## config.mk

```make
export PLATFORM = sky130hd
export DESIGN_NAME = int_ctrl
export DESIGN_NICKNAME = d
export VERILOG_FILES = /design/src/rtl/int_ctrl_pkg.sv /design/src/rtl/int_ctrl.sv
export SDC_FILE = /design/constraint.sdc
export NUM_CORES = 1
export LEC_CHECK = 0
export ABC_AREA = 1
export CORE_AREA = 2 2 118 120
export DETAILED_ROUTE_END_ITERATION = 8
export DIE_AREA = 0 0 120 122
export GPL_TIMING_DRIVEN = 0
export PLACE_DENSITY = 0.83
export SYNTH_ARGS = -nofsm -noshare
export SYNTH_HDL_FRONTEND = slang
export SYNTH_SLANG_ARGS = --single-unit
```

## constraint.sdc

```tcl
create_clock -name clk -period 4.6 [get_ports clk]
set_input_delay 0.69 -clock clk [delete_from_list [all_inputs] [get_ports clk]]
set_output_delay 0.69 -clock clk [all_outputs]
set_load 0.02 [all_outputs]
```

## src/rtl/int_ctrl_pkg.sv

```systemverilog
// Shared definitions for the machine-mode interrupt/trap controller:
// interrupt codes, CSR addresses, trap instruction encodings and FSM states.
package int_ctrl_pkg;

  localparam logic [31:0] INT_NONE    = 32'h0000_0000;
  localparam logic [31:0] TIME_INT    = 32'h0000_0001;

  localparam logic [31:0] ZeroWord    = 32'h0000_0000;
  localparam logic        WriteEnable = 1'b1;

  localparam logic [11:0] CSR_MTVEC   = 12'h305;
  localparam logic [11:0] CSR_MEPC    = 12'h341;
  localparam logic [11:0] CSR_MCAUSE  = 12'h342;
  localparam logic [11:0] CSR_MSTATUS = 12'h300;

  localparam logic [31:0] INST_ECALL  = 32'h0000_0073;
  localparam logic [31:0] INST_EBREAK = 32'h0010_0073;
  localparam logic [31:0] INST_MRET   = 32'h3020_0073;

  typedef enum logic [2:0] {
    S_IDLE       = 3'd0,
    S_MEPC       = 3'd1,
    S_MCAUSE     = 3'd2,
    S_MSTATUS    = 3'd3,
    S_ASSERT     = 3'd4,
    S_MRET       = 3'd5,
    S_ASSERT_RET = 3'd6
  } state_e;

  // Trap entry: MPIE takes the old MIE, MIE is cleared.
  function automatic logic [31:0] trap_mstatus(input logic [31:0] ms);
    logic [31:0] r;
    r    = ms;
    r[7] = ms[3];
    r[3] = 1'b0;
    return r;
  endfunction

  // Trap return: MIE takes MPIE back, MPIE is set.
  function automatic logic [31:0] mret_mstatus(input logic [31:0] ms);
    logic [31:0] r;
    r    = ms;
    r[3] = ms[7];
    r[7] = 1'b1;
    return r;
  endfunction

endpackage

```

## src/rtl/int_ctrl.sv

```systemverilog
// Machine-mode interrupt and synchronous trap sequencer.
// Detects ecall/ebreak/mret in execute and enabled peripheral interrupts,
// writes mepc/mcause/mstatus one per cycle, then redirects the PC.
// Optional build macro: INT_VECTORED_EN enables vectored mtvec mode for
// asynchronous causes; without it the handler is always the direct base.
module int_ctrl
  import int_ctrl_pkg::*;
#(
  parameter logic [31:0] CAUSE_TIMER  = 32'h8000_0007,
  parameter logic [31:0] CAUSE_ECALL  = 32'd11,
  parameter logic [31:0] CAUSE_EBREAK = 32'd3
) (
  input  logic        clk,
  input  logic        rst_n,
  input  logic [31:0] int_flag_i,
  input  logic [31:0] inst_i,
  input  logic [31:0] inst_addr_i,
  input  logic        jump_flag_i,
  input  logic [31:0] jump_addr_i,
  input  logic [31:0] csr_mtvec_i,
  input  logic [31:0] csr_mepc_i,
  input  logic [31:0] csr_mstatus_i,
  output logic        hold_o,
  output logic        csr_we_o,
  output logic [11:0] csr_waddr_o,
  output logic [31:0] csr_wdata_o,
  output logic        int_assert_o,
  output logic [31:0] int_addr_o
);

  state_e      state_q, state_d;
  logic [31:0] cause_q, cause_d;
  logic [31:0] epc_q,   epc_d;

  logic        is_idle;
  logic        is_ecall;
  logic        is_ebreak;
  logic        is_mret;
  logic        is_async;
  logic        trigger_detected;
  logic [31:0] handler_addr;

  assign is_idle   = (state_q == S_IDLE);
  assign is_ecall  = (inst_i == INST_ECALL);
  assign is_ebreak = (inst_i == INST_EBREAK);
  assign is_mret   = (inst_i == INST_MRET);
  assign is_async  = (int_flag_i != INT_NONE) && csr_mstatus_i[3];

  assign trigger_detected = is_idle && (is_ecall || is_ebreak || is_mret || is_async);
  assign hold_o           = !is_idle || trigger_detected;

  // Next-state logic: pick the highest-priority trigger while idle and latch
  // its cause/return address, otherwise walk the fixed sequence.
  always_comb begin
    state_d = state_q;
    cause_d = cause_q;
    epc_d   = epc_q;
    case (state_q)
      S_IDLE: begin
        if (is_ecall) begin
          state_d = S_MEPC;
          cause_d = CAUSE_ECALL;
          epc_d   = inst_addr_i;
        end else if (is_ebreak) begin
          state_d = S_MEPC;
          cause_d = CAUSE_EBREAK;
          epc_d   = inst_addr_i;
        end else if (is_mret) begin
          state_d = S_MRET;
        end else if (is_async) begin
          state_d = S_MEPC;
          cause_d = (int_flag_i == TIME_INT) ? CAUSE_TIMER : {1'b1, 31'd11};
          epc_d   = jump_flag_i ? jump_addr_i : inst_addr_i;
        end
      end
      S_MEPC:       state_d = S_MCAUSE;
      S_MCAUSE:     state_d = S_MSTATUS;
      S_MSTATUS:    state_d = S_ASSERT;
      S_ASSERT:     state_d = S_IDLE;
      S_MRET:       state_d = S_ASSERT_RET;
      S_ASSERT_RET: state_d = S_IDLE;
      default:      state_d = S_IDLE;
    endcase
  end

  // State, cause and return-address registers; reset abandons any sequence.
  always_ff @(posedge clk or negedge rst_n) begin
    if (!rst_n) begin
      state_q <= S_IDLE;
      cause_q <= ZeroWord;
      epc_q   <= ZeroWord;
    end else begin
      state_q <= state_d;
      cause_q <= cause_d;
      epc_q   <= epc_d;
    end
  end

`ifdef INT_VECTORED_EN
  // Handler target: vectored offset for asynchronous causes in mode 01.
  always_comb begin
    handler_addr = {csr_mtvec_i[31:2], 2'b00};
    if (csr_mtvec_i[1:0] == 2'b01 && cause_q[31]) begin
      handler_addr = {csr_mtvec_i[31:2], 2'b00} + ({1'b0, cause_q[30:0]} << 2);
    end
  end
`else
  logic unused_mtvec_mode;

  // Handler target: direct mode only, mode bits are don't-care.
  always_comb begin
    handler_addr = {csr_mtvec_i[31:2], 2'b00};
  end

  assign unused_mtvec_mode = ^csr_mtvec_i[1:0];
`endif

  // Moore output decode; CSR inputs are read live in the state that uses them.
  always_comb begin
    csr_we_o     = 1'b0;
    csr_waddr_o  = 12'h000;
    csr_wdata_o  = ZeroWord;
    int_assert_o = 1'b0;
    int_addr_o   = ZeroWord;
    case (state_q)
      S_MEPC: begin
        csr_we_o    = WriteEnable;
        csr_waddr_o = CSR_MEPC;
        csr_wdata_o = epc_q;
      end
      S_MCAUSE: begin
        csr_we_o    = WriteEnable;
        csr_waddr_o = CSR_MCAUSE;
        csr_wdata_o = cause_q;
      end
      S_MSTATUS: begin
        csr_we_o    = WriteEnable;
        csr_waddr_o = CSR_MSTATUS;
        csr_wdata_o = trap_mstatus(csr_mstatus_i);
      end
      S_MRET: begin
        csr_we_o    = WriteEnable;
        csr_waddr_o = CSR_MSTATUS;
        csr_wdata_o = mret_mstatus(csr_mstatus_i);
      end
      S_ASSERT: begin
        int_assert_o = 1'b1;
        int_addr_o   = handler_addr;
      end
      S_ASSERT_RET: begin
        int_assert_o = 1'b1;
        int_addr_o   = csr_mepc_i;
      end
      default: begin
        csr_we_o = 1'b0;
      end
    endcase
  end

endmodule

```

==> results of run 1 <==
layout by cell type, fill, tap and decap left out, drive strengths merged:
cell and count:
nand2 402, nor2 60, clkdlybuf4s50 294, o22ai 1
clkinv 1, nand3 102, clkbuf 29, conb 7
o21ai 33, inv 40, a221o 1, nand2b 1
or2 1, nand4 6, dfrtp 39, buf 34
clkinvlp 2, a22oi 1, mux2 32
cell usage after synthesis, drive strengths merged:
library cell	n	area share
o21ai	33	0.038
inv	40	0.035
or2	1	0.0014
o22ai	1	0.0014
nand2	402	0.35
nand4	6	0.0086
a22oi	1	0.0017
dfrtp	39	0.22
mux2	32	0.083
clkbuf	24	0.021
nand3	102	0.12
buf	33	0.051
a221o	1	0.0023
nor2	60	0.060
nand2b	1	0.0014
conb	1	0.00086
layout make-up:
class / count / area, sq um / area share
Clock inverter: 3 / 20.0 / 0.00260
Inverter: 40 / 150 / 0.0195
Multi-Input combinational cell: 647 / 2930 / 0.381
Sequential cell: 39 / 976 / 0.127
Timing Repair Buffer: 295 / 2950 / 0.384
Buffer: 57 / 310 / 0.0404
Clock buffer: 5 / 125 / 0.0163
Tap cell: 180 / 225 / 0.0293
kinds of logic after synthesis:
| logic type | count (synthesis) | synth area share |
|---|---|---|
| AO/OA/AOI/OAI | 36 | 0.0435 |
| buffers and inverters | 97 | 0.106 |
| flip-flops | 39 | 0.225 |
| multiplexers | 32 | 0.0829 |
| other | 1 | 0.000863 |
| AND/OR/NAND/NOR | 572 | 0.542 |
how the worst max path moves through the flow:
stage | start | end | depth (start not counted)
detailed placement | inst_i[0] | hold_o | 10
finish | inst_i[1] | hold_o | 10
CTS | inst_i[0] | hold_o | 10
floorplan | inst_i[30] | hold_o | 9
global placement | inst_i[1] | hold_o | 10
global route | inst_i[16] | hold_o | 11
sequential cells by signal, summed over array words and instances (netlist names):
signal and count:
epc_q 32, cause_q 4, state_q 3
metal layers:
layer	wire, um	track usage	vias up
li1	-	-	3053
met1	7180	0.275	2594
met2	9080	0.452	251
met3	1250	0.0393	26
met4	435	0.0662	0
met5	0	0	-
report_power, final:
group          switching [W]  total [W]  internal, W
Clock               0.000134   0.000334     0.000199
Combinational        0.00124    0.00220     0.000957
Sequential         0.0000907   0.000591     0.000501
Total                0.00146    0.00312      0.00166
through the flow:
stage	setup WS, ps	util	power, W	hold slack [ps]
3_5_place_dp	1060	0.558	0.00279	460
4_1_cts	1060	0.569	0.00313	483
2_1_floorplan	2280	-	0.00176	394
6_report	1080	0.569	0.00312	478
3_3_place_gp	1080	0.559	0.00276	447
5_1_grt	934	0.569	0.00335	502
worst max-delay path, delay by kind of cell:
| kind | cells | cell delay [ps] |
|---|---|---|
| AND/OR/NAND/NOR | 8 | 970 |
| buffers and inverters | 2 | 1150 |
==> key figures, run 1 <==
STA
  • F_max: between 200 and 300 MHz
  • Total negative slack: 0 ps
  • Setup violations, final: 0
  • Hold Fails Final Rpt: 0
  • Max-slew violations: 0
  • Worst Clk Skew: 7.05 ps
  • Part of the cycle the worst path needs: 0.765
  • Slew @ Worst Pin: around 900 ps
  • RSZ-0062 raised after global routing: no
  • Minimum clock period after layout: ~3500 ps
  • Rel. slew slack: 0.408

Floorplanning
  • Starting density of the core: 0.322
  • FP Rows: 43
  • Die width: ~120 um
  • Core area: 13500 sq um
  • IO Pins: ~310
  • Chip height: roughly 120 um
  • DIE AREA: about 15000 sq um

Critical path
  • Req. time, crit path: ~4000 ps
  • Worst-path fanout max: 8
  • CP cell instances: clkdlybuf4s50_1, nand2_1, nor2_1, nand2_1, nor2_4, nand2_4, nand2_2, nor2_2, nand3_1, clkdlybuf4s50_1
  • Reg-to-reg critical path endpoint: epc_q[31]
  • Crit Path Class: in2out
  • Reg-to-Reg Start: state_q[1]
  • Register-to-Register Path Depth: 9
  • Crit start category: primary input
  • Critical Path Max Stage Delay: between 600 and 700 ps
  • CP max stage cell: clkdlybuf4s50_1
  • R2R Setup Slk: 2800 ps
  • Critical path data arrival time: ~2800 ps
  • Critical path endpoint category: output port

Synthesis
  • Mean Syn Cell Area: between 5 and 6 sq um
  • Distinct cells, synth: 26
  • Syn. warnings: 0
  • Flops & latches, synth: 39
  • Synthesized instance count: a little under 800
  • Post-synthesis sequential area ratio: 0.225
  • Mapped Area: approximately 4300 sq um

Place
  • Area of placed instances: ~7500 sq um
  • Final HPWL DP: between 10000 and 15000 um
  • Placer Congestion: roughly 0.87
  • Placed Cells: around 1.3k
  • Port Buf Inserts: 295

Layout
  • Fin cells: about 1.3k
  • N_diodes: 0
  • Layout fillers: between 1k and 1.5k
  • Layout cells sized above 1: 0.0654
  • Final instance area: 7690 sq um
  • Fin nets: approximately 1.3k
  • Area Growth Syn to Fin: 76.9%

Detailed routing
  • Routed WL per cell: approximately 14 um
  • Detail Route Antenna Nets: 0
  • Initial DRC Count: between 400 and 500
  • Drt drc: 0
  • Vias/cell: roughly 4.7
  • Final wirelength: around 18000 um
  • DR pass1 iterations: 5
  • Via Count: between 5k and 6k

Clock tree
  • TritonCTS Buffers: 5
  • CTS root buffer: clkbuf_16
  • CTS Sinks: 39
  • Worst skew pair latency: 280 ps
  • H-tree levels: 2
  • Cts hold-fix bufs: 0
  • Resized Gates After CTS: 0
  • Worst-case clock buffer depth: 2
  • Clk slew on worst S/H paths: roughly 60 ps
  • Post-CTS Setup Bufs: 0
  • CTS tree: done

GRT
  • GRT overflow: 0
  • Largest net degree at the start of global routing: 40
  • Initial antenna violation count: 0
  • Global Route Usage Sum: 0.238
  • Vias in the first global route: ~5.7k
  • First-pass GRT wire length: 28000 um

Job
  • Max Cap Viol: 0

Min path
  • Hold path depth: 2
  • Worst min path class: reg2reg
  • Hold Path End: epc_q[26]
  • Hold_sp: epc_q[26]

Power
  • Largest vdd supply drop: 0.225 mV
  • Static leakage: approximately 3.8 nW
  • Power Density: 406 nW/um^2

Outcome
  • Result of the run: completed
No activity file was read; power rests on OpenSTA's default activity.
==> run 2, diff against run 1 <==
--- a/config.mk
+++ b/config.mk
@@ -6,11 +6,11 @@
 export NUM_CORES = 1
 export LEC_CHECK = 0
 export ABC_AREA = 1
-export CORE_AREA = 2 2 118 120
+export CORE_MARGIN = 2
+export CORE_UTILIZATION = 33
 export DETAILED_ROUTE_END_ITERATION = 8
-export DIE_AREA = 0 0 120 122
 export GPL_TIMING_DRIVEN = 0
-export PLACE_DENSITY = 0.83
+export PLACE_DENSITY = 0.87
 export SYNTH_ARGS = -nofsm -noshare
 export SYNTH_HDL_FRONTEND = slang
 export SYNTH_SLANG_ARGS = --single-unit
==> constraint.sdc (replaced) <==
create_clock -name clk -period 3.11 [get_ports clk]
set_input_delay 0.4665 -clock clk [delete_from_list [all_inputs] [get_ports clk]]
set_output_delay 0.4665 -clock clk [all_outputs]
set_load 0.02 [all_outputs]
==> run 2 against run 1 <==
  * Global-route usage is 1.6 points higher
  * Critical path depth down 3
  * Sequential power increased by 49%
  * Via count is 1.4% higher
  * Sequential share of layout area about the same
  * Design area increased by 0.13%
  * Largest power group unchanged
==> key figures, run 2 (synthesized netlist as in run 1, its figures left out) <==
Clock tree
  • Worst skew pair latency: 280 ps (about the same)
  • TritonCTS Buffers: 5 (unchanged)
  • Worst-case clock buffer depth: 2 (unchanged)
  • Clk slew on worst S/H paths: 50 ps (about the same)
  • H-tree levels: 2 (unchanged)
  • Cts hold-fix bufs: 0 (unchanged)
  • CTS root buffer: clkbuf_16
  • CTS Sinks: 39 (unchanged)
  • Post-CTS Setup Bufs: 0 (unchanged)
  • CTS tree: done

Layout
  • Commonest cells after routing, fill and taps aside: 397 x nand2_1, 293 x clkdlybuf4s50_1, 102 x nand3_1
  • Layout fillers: 1210 (-6.7%)
  • Fin cells: 1258 (-0.63%)
  • N_diodes: 0 (unchanged)
  • Fin nets: 1312 (unchanged)
  • Layout cells sized above 1: 0.0783 (+0.0129)
  • Reg with most FFs: epc_q
  • Regs by FF count: epc_q: 32 flops, cause_q: 4 flops, state_q: 3 flops
  • Area of the multi-input gates: 2940 sq um (+0.34%)
  • FF/Latch Area: 976 sq um (unchanged)
  • Core Util, Final: 0.605 (+0.0358)
  • Commonest non-fill, non-tap cell in the layout: nand2_1
  • Max reg flops: 32 (unchanged)
  • Area Growth Syn to Fin: 77.1%

STA
  • Setup violations, final: 0 (unchanged)
  • Worst Clk Skew: 3.22 ps (-3.83 ps)
  • RSZ-0062 raised after global routing: no
  • F_max: ~340 MHz
  • Slew @ Worst Pin: 849 ps (-38.6 ps)
  • Total negative slack: 0 ps (unchanged)
  • Max-slew violations: 0 (unchanged)
  • Hold Fails Final Rpt: 0 (unchanged)
  • Minimum clock period after layout: just under 3000 ps
  • Rel. slew slack: 0.434 (+0.0257)
  • Part of the cycle the worst path needs: 0.942

Floorplanning
  • IO Pins: 306 (unchanged)
  • Die width: 119 um (-1.0%)
  • Chip height: 119 um (-2.7%)
  • Core area: 12700 sq um (-5.8%)
  • DIE AREA: 14100 sq um (-3.7%)
  • FP Rows: 41 (-4.7%)
  • Starting density of the core: 0.342 (+0.0198)

Power
  • Static leakage: 3.81 nW (+1.2%)
  • Pint: 0.00247 W (+49%)
  • Combinational share of power: 0.708 (+0.004)
  • Sw Share: 0.470 (+0.00108)
  • Largest vdd supply drop: 0.301 mV (+34%)
  • Power Density: 606 nW/um^2 (+49%)
  • Flop pwr share: 0.189 (about the same)
  • Clock power share: 0.103 (-0.004)
  • Switch Pwr: 0.00219 W (+50%)

Critical path
  • WP buf/inv: 4 (+2)
  • Critical path endpoint category: output port
  • Crit start category: flop
  • CP max stage cell: clkdlybuf4s50_1
  • Critical path data arrival time: 2460 ps (-370 ps)
  • Req. time, crit path: 2640 ps (-1270 ps)
  • Critical Path Max Stage Delay: 690 ps (about the same)
  • Crit path max-delay family: buffers and inverters
  • Crit Path Class: reg2out
  • Worst-path fanout max: 10 (+2)
  • CP cell instances: clkbuf_1, inv_2, nor2_2, clkbuf_2, nand3_1, nand2_1, clkdlybuf4s50_1

Place
  • Placer Congestion: 0.885 (+1.8%)
  • Final HPWL DP: 15300 um (+2.9%)
  • Placed Cells: 1250 (-0.64%)
  • Port Buf Inserts: 295 (unchanged)

Detailed routing
  • Drt drc: 0 (unchanged)
  • Routed WL per cell: 14.7 um (+3.4%)
  • Initial DRC Count: 479 (+14%)
  • Via Count: 6008 (+1.4%)
  • Final wirelength: 18400 um (+2.8%)
  • DR pass1 iterations: 7 (+2)
  • Detail Route Antenna Nets: 0 (unchanged)
  • Vias/cell: 4.78 (+2.1%)

Job
  • Max Cap Viol: 0 (unchanged)

GRT
  • Initial antenna violation count: 0 (unchanged)
  • Global Route Usage Sum: 0.254 (+0.0159)
  • Vias in the first global route: 5853 (+3.1%)
  • Largest net degree at the start of global routing: 40 (unchanged)
  • First-pass GRT wire length: 29200 um (+4.4%)
  • GRT overflow: 0 (unchanged)

Outcome
  • Result of the run: completed

Min path
  • Worst min path class: in2async
==> run 2: final cells by class <==
cell class	instances	area share
inverters	40	0.0195
clock inverters	1	0.000650
flip-flops and latches	39	0.127
clock buffers	7	0.0172
repair buffers	295	0.383
plain buffers	57	0.0423
multi-input cells	647	0.382
well taps	172	0.0280
==> run 2: metrics by stage <==
stage / instance area [sq um] / worst slack, ps / hold slack [ps] / power (W)
2_1_floorplan: 4370 / 1070 / 171 / 0.00261
3_3_place_gp: 7540 / 95.4 / 445 / 0.00409
3_5_place_dp: 7530 / 89.9 / 449 / 0.00414
4_1_cts: 7680 / 34.1 / 322 / 0.00465
5_1_grt: 7700 / 20.1 / 364 / 0.00498
6_report: 7700 / 180 / 292 / 0.00466
==> run 2: what timing repair did <==
action	CTS	global route
cloned	0	0
resized for setup	5	20
endpoints found under the setup margin	20	57
==> run 2: worst paths after layout <==
kind                            startpoint             end  slack (ps)  cells past startpoint
worst min register to register  cause_q[1]      cause_q[1]         460                      2
max in group asynchronous            rst_n      cause_q[3]        2280                      1
worst max-delay path            state_q[2]  int_addr_o[26]         180                      7
worst max register to register  state_q[1]       epc_q[31]        1320                      9
min in group clk                cause_q[1]      cause_q[1]         460                      2
worst min-delay path                 rst_n       epc_q[12]         290                      1
==> run 2: routing by layer <==
layer	GRT usage	up-vias	routed length (um)	part of all wire
met5	0	-	0	0
met4	0.0893	0	645	0.035
met3	0.0444	32	1290	0.070
met2	0.450	262	8940	0.48
met1	0.308	2669	7560	0.41
li1	-	3045	-	-
==> run 2: worst reg2reg max path, cell delays in order, from the launching register on <==
cell and delay, ps:
dfrtp_1 350, clkbuf_1 180, nor2_1 280, nand2_1 170
inv_1 110, nand2_1 130, nor2_8 210, buf_6 160
nand2_1 90, nand2_1 60
==> run 2: power groups by stage <==
stage	Clock (W)	Combinational [W]	Sequential, W
after floorplan	0	0.00177	0.000837
after global placement	0	0.00323	0.000869
after detailed placement	0	0.00326	0.000881
after CTS	0.000481	0.00329	0.000876
after global routing	0.000511	0.00356	0.000908
final	0.000481	0.00330	0.000879
==> RTL change, RTL diff (settings of run 2) <==
Build with the macro `INT_VECTORED_EN` defined.
--- a/src/rtl/int_ctrl.sv
+++ b/src/rtl/int_ctrl.sv
@@ -3,6 +3,8 @@
 // writes mepc/mcause/mstatus one per cycle, then redirects the PC.
 // Optional build macro: INT_VECTORED_EN enables vectored mtvec mode for
 // asynchronous causes; without it the handler is always the direct base.
+`define INT_VECTORED_EN
+
 module int_ctrl
   import int_ctrl_pkg::*;
 #(
Behaviour: not the same (a bounded check fails within 10 cycles, from zero or initial values and one cycle with rst_n low).
==> RTL change against run 2 <==
Wire length grew 6.2%. Register-to-register slack gained 270 ps. Global-route usage up 1.7 points. Area after synthesis grew 0.12%. Clock skew up 4.2 ps. Final area is 1.5% higher. Setup slack got worse by 61 ps. Power fell by 1.4%. First-iteration DRC count is 7.3% lower. Sequential cell count unchanged.
==> RTL change: results (changes against run 2) <==
The run finished with clean final reports. The number of sequential cells in the layout is 39 (unchanged). The biggest fanout along the worst timing path came out at 6 (-4). The met1 wire length came to 7.36 mm (-2.7%).

Sorting the synthesized cells by how often they occur yields sky130_fd_sc_hd__nand2_1, sky130_fd_sc_hd__nor2_1, sky130_fd_sc_hd__nand3_1. The global routing usage on met2 is 49.6% (+4.6 points). The number of distinct library cells after synthesis was 33 (+27%). The total met2 wirelength after detailed routing is 9.77 mm (+9.3%).

The data-path buffer share of cell area in the final layout came to 41.1% (-1.5 points). The global routing usage on met1 came out at 30.5% (-0.27 points). The port buffer count is 297 (+0.68%).

The peak supply drop is 381 uV (+27%). The critical path starts at csr_mtvec_i[4]. The layout net count came out at 1354 (+3.2%). The total cell area at the placement stage came to 7560 sq um (+0.33%).

The average wire length per cell after detail routing is 15.1 um (+3.2%). The arrival time at the worst endpoint is 2520 ps (+60 ps). The clock-cell share of area is 2.23% (+0.44 points). The global-route wire length before repair is 30.9 mm (+5.5%). The number of search-and-repair iterations in the first detailed-routing pass is 6 (-1). The post-cts resize count was 53 (+48). The weighted congestion at the end of routability-driven global placement came out at 0.939 (+6.2%).

The total global routing track utilization is 27.1% (+1.7 points). The fraction of the mapped netlist area in compound gates came to 8.97% (+4.6 points). The non-clock inverter count in the final layout is 56 (+40%). The post-route clock skew came out at 7.44 ps (+4.21 ps).

The initial detailed-routing violation count is 444 (-7.3%). The number of inserted filler cells in the final layout came to 1240 (+2.5%). The met3 global-route usage was 6.37% (+1.9 points). The maximum single-stage delay on the critical path is 430 ps (-260 ps).

The relative slew slack is 44.2% (+0.81 points). The multi-input logic cell count came to 680 (+5.1%). The sequential area share after synthesis is 22.4% (-0.026 points). The share of synthesized cell area in full adder, half adder and majority cells came out at 1.61% (+1.6 points).

The total length of routed met3 wires is 1.75 mm (+36%). The number of clock-tree buffers in the layout came out at 6 (-1). The count of vias placed by the detailed router is 6236 (+3.8%).

The combined area of the multi-input logic cells came out at 3030 sq um (+3.0%).
[RTL change: cells by family (layout without fill, tap and decap cells)]
group / count (synthesis) / after routing
AOI/OAI and AO/OA: 70 / 70
xor gates and xnor gates: 1 / 1
adders and majority gates: 5 / 5
buffers and inverters: 97 / 404
DFF: 39 / 39
other: 1 / 7
and+or+nand+nor: 596 / 597
[RTL change: power by group through the flow]
stage	Clock (W)	Combinational [W]	Sequential, W
after global routing	0.000619	0.00338	0.000903
after floorplan	0	0.00165	0.000832
after CTS	0.000596	0.00311	0.000874
after detailed placement	0	0.00313	0.000874
final	0.000596	0.00312	0.000878
after global placement	0	0.00309	0.000871
[RTL change: through the flow]
stage	utilization, %	hold WS, ps	worst slack (ps)	std cells	power (W)
after floorplan	-	171	504	815	0.00248
after global placement	59.4	461	-638	1284	0.00396
after detailed placement	59.4	466	-611	1284	0.00400
after CTS	61.0	316	-0.0115	1292	0.00458
after global routing	61.4	361	-0.550	1295	0.00491
final	61.4	286	119	1295	0.00460
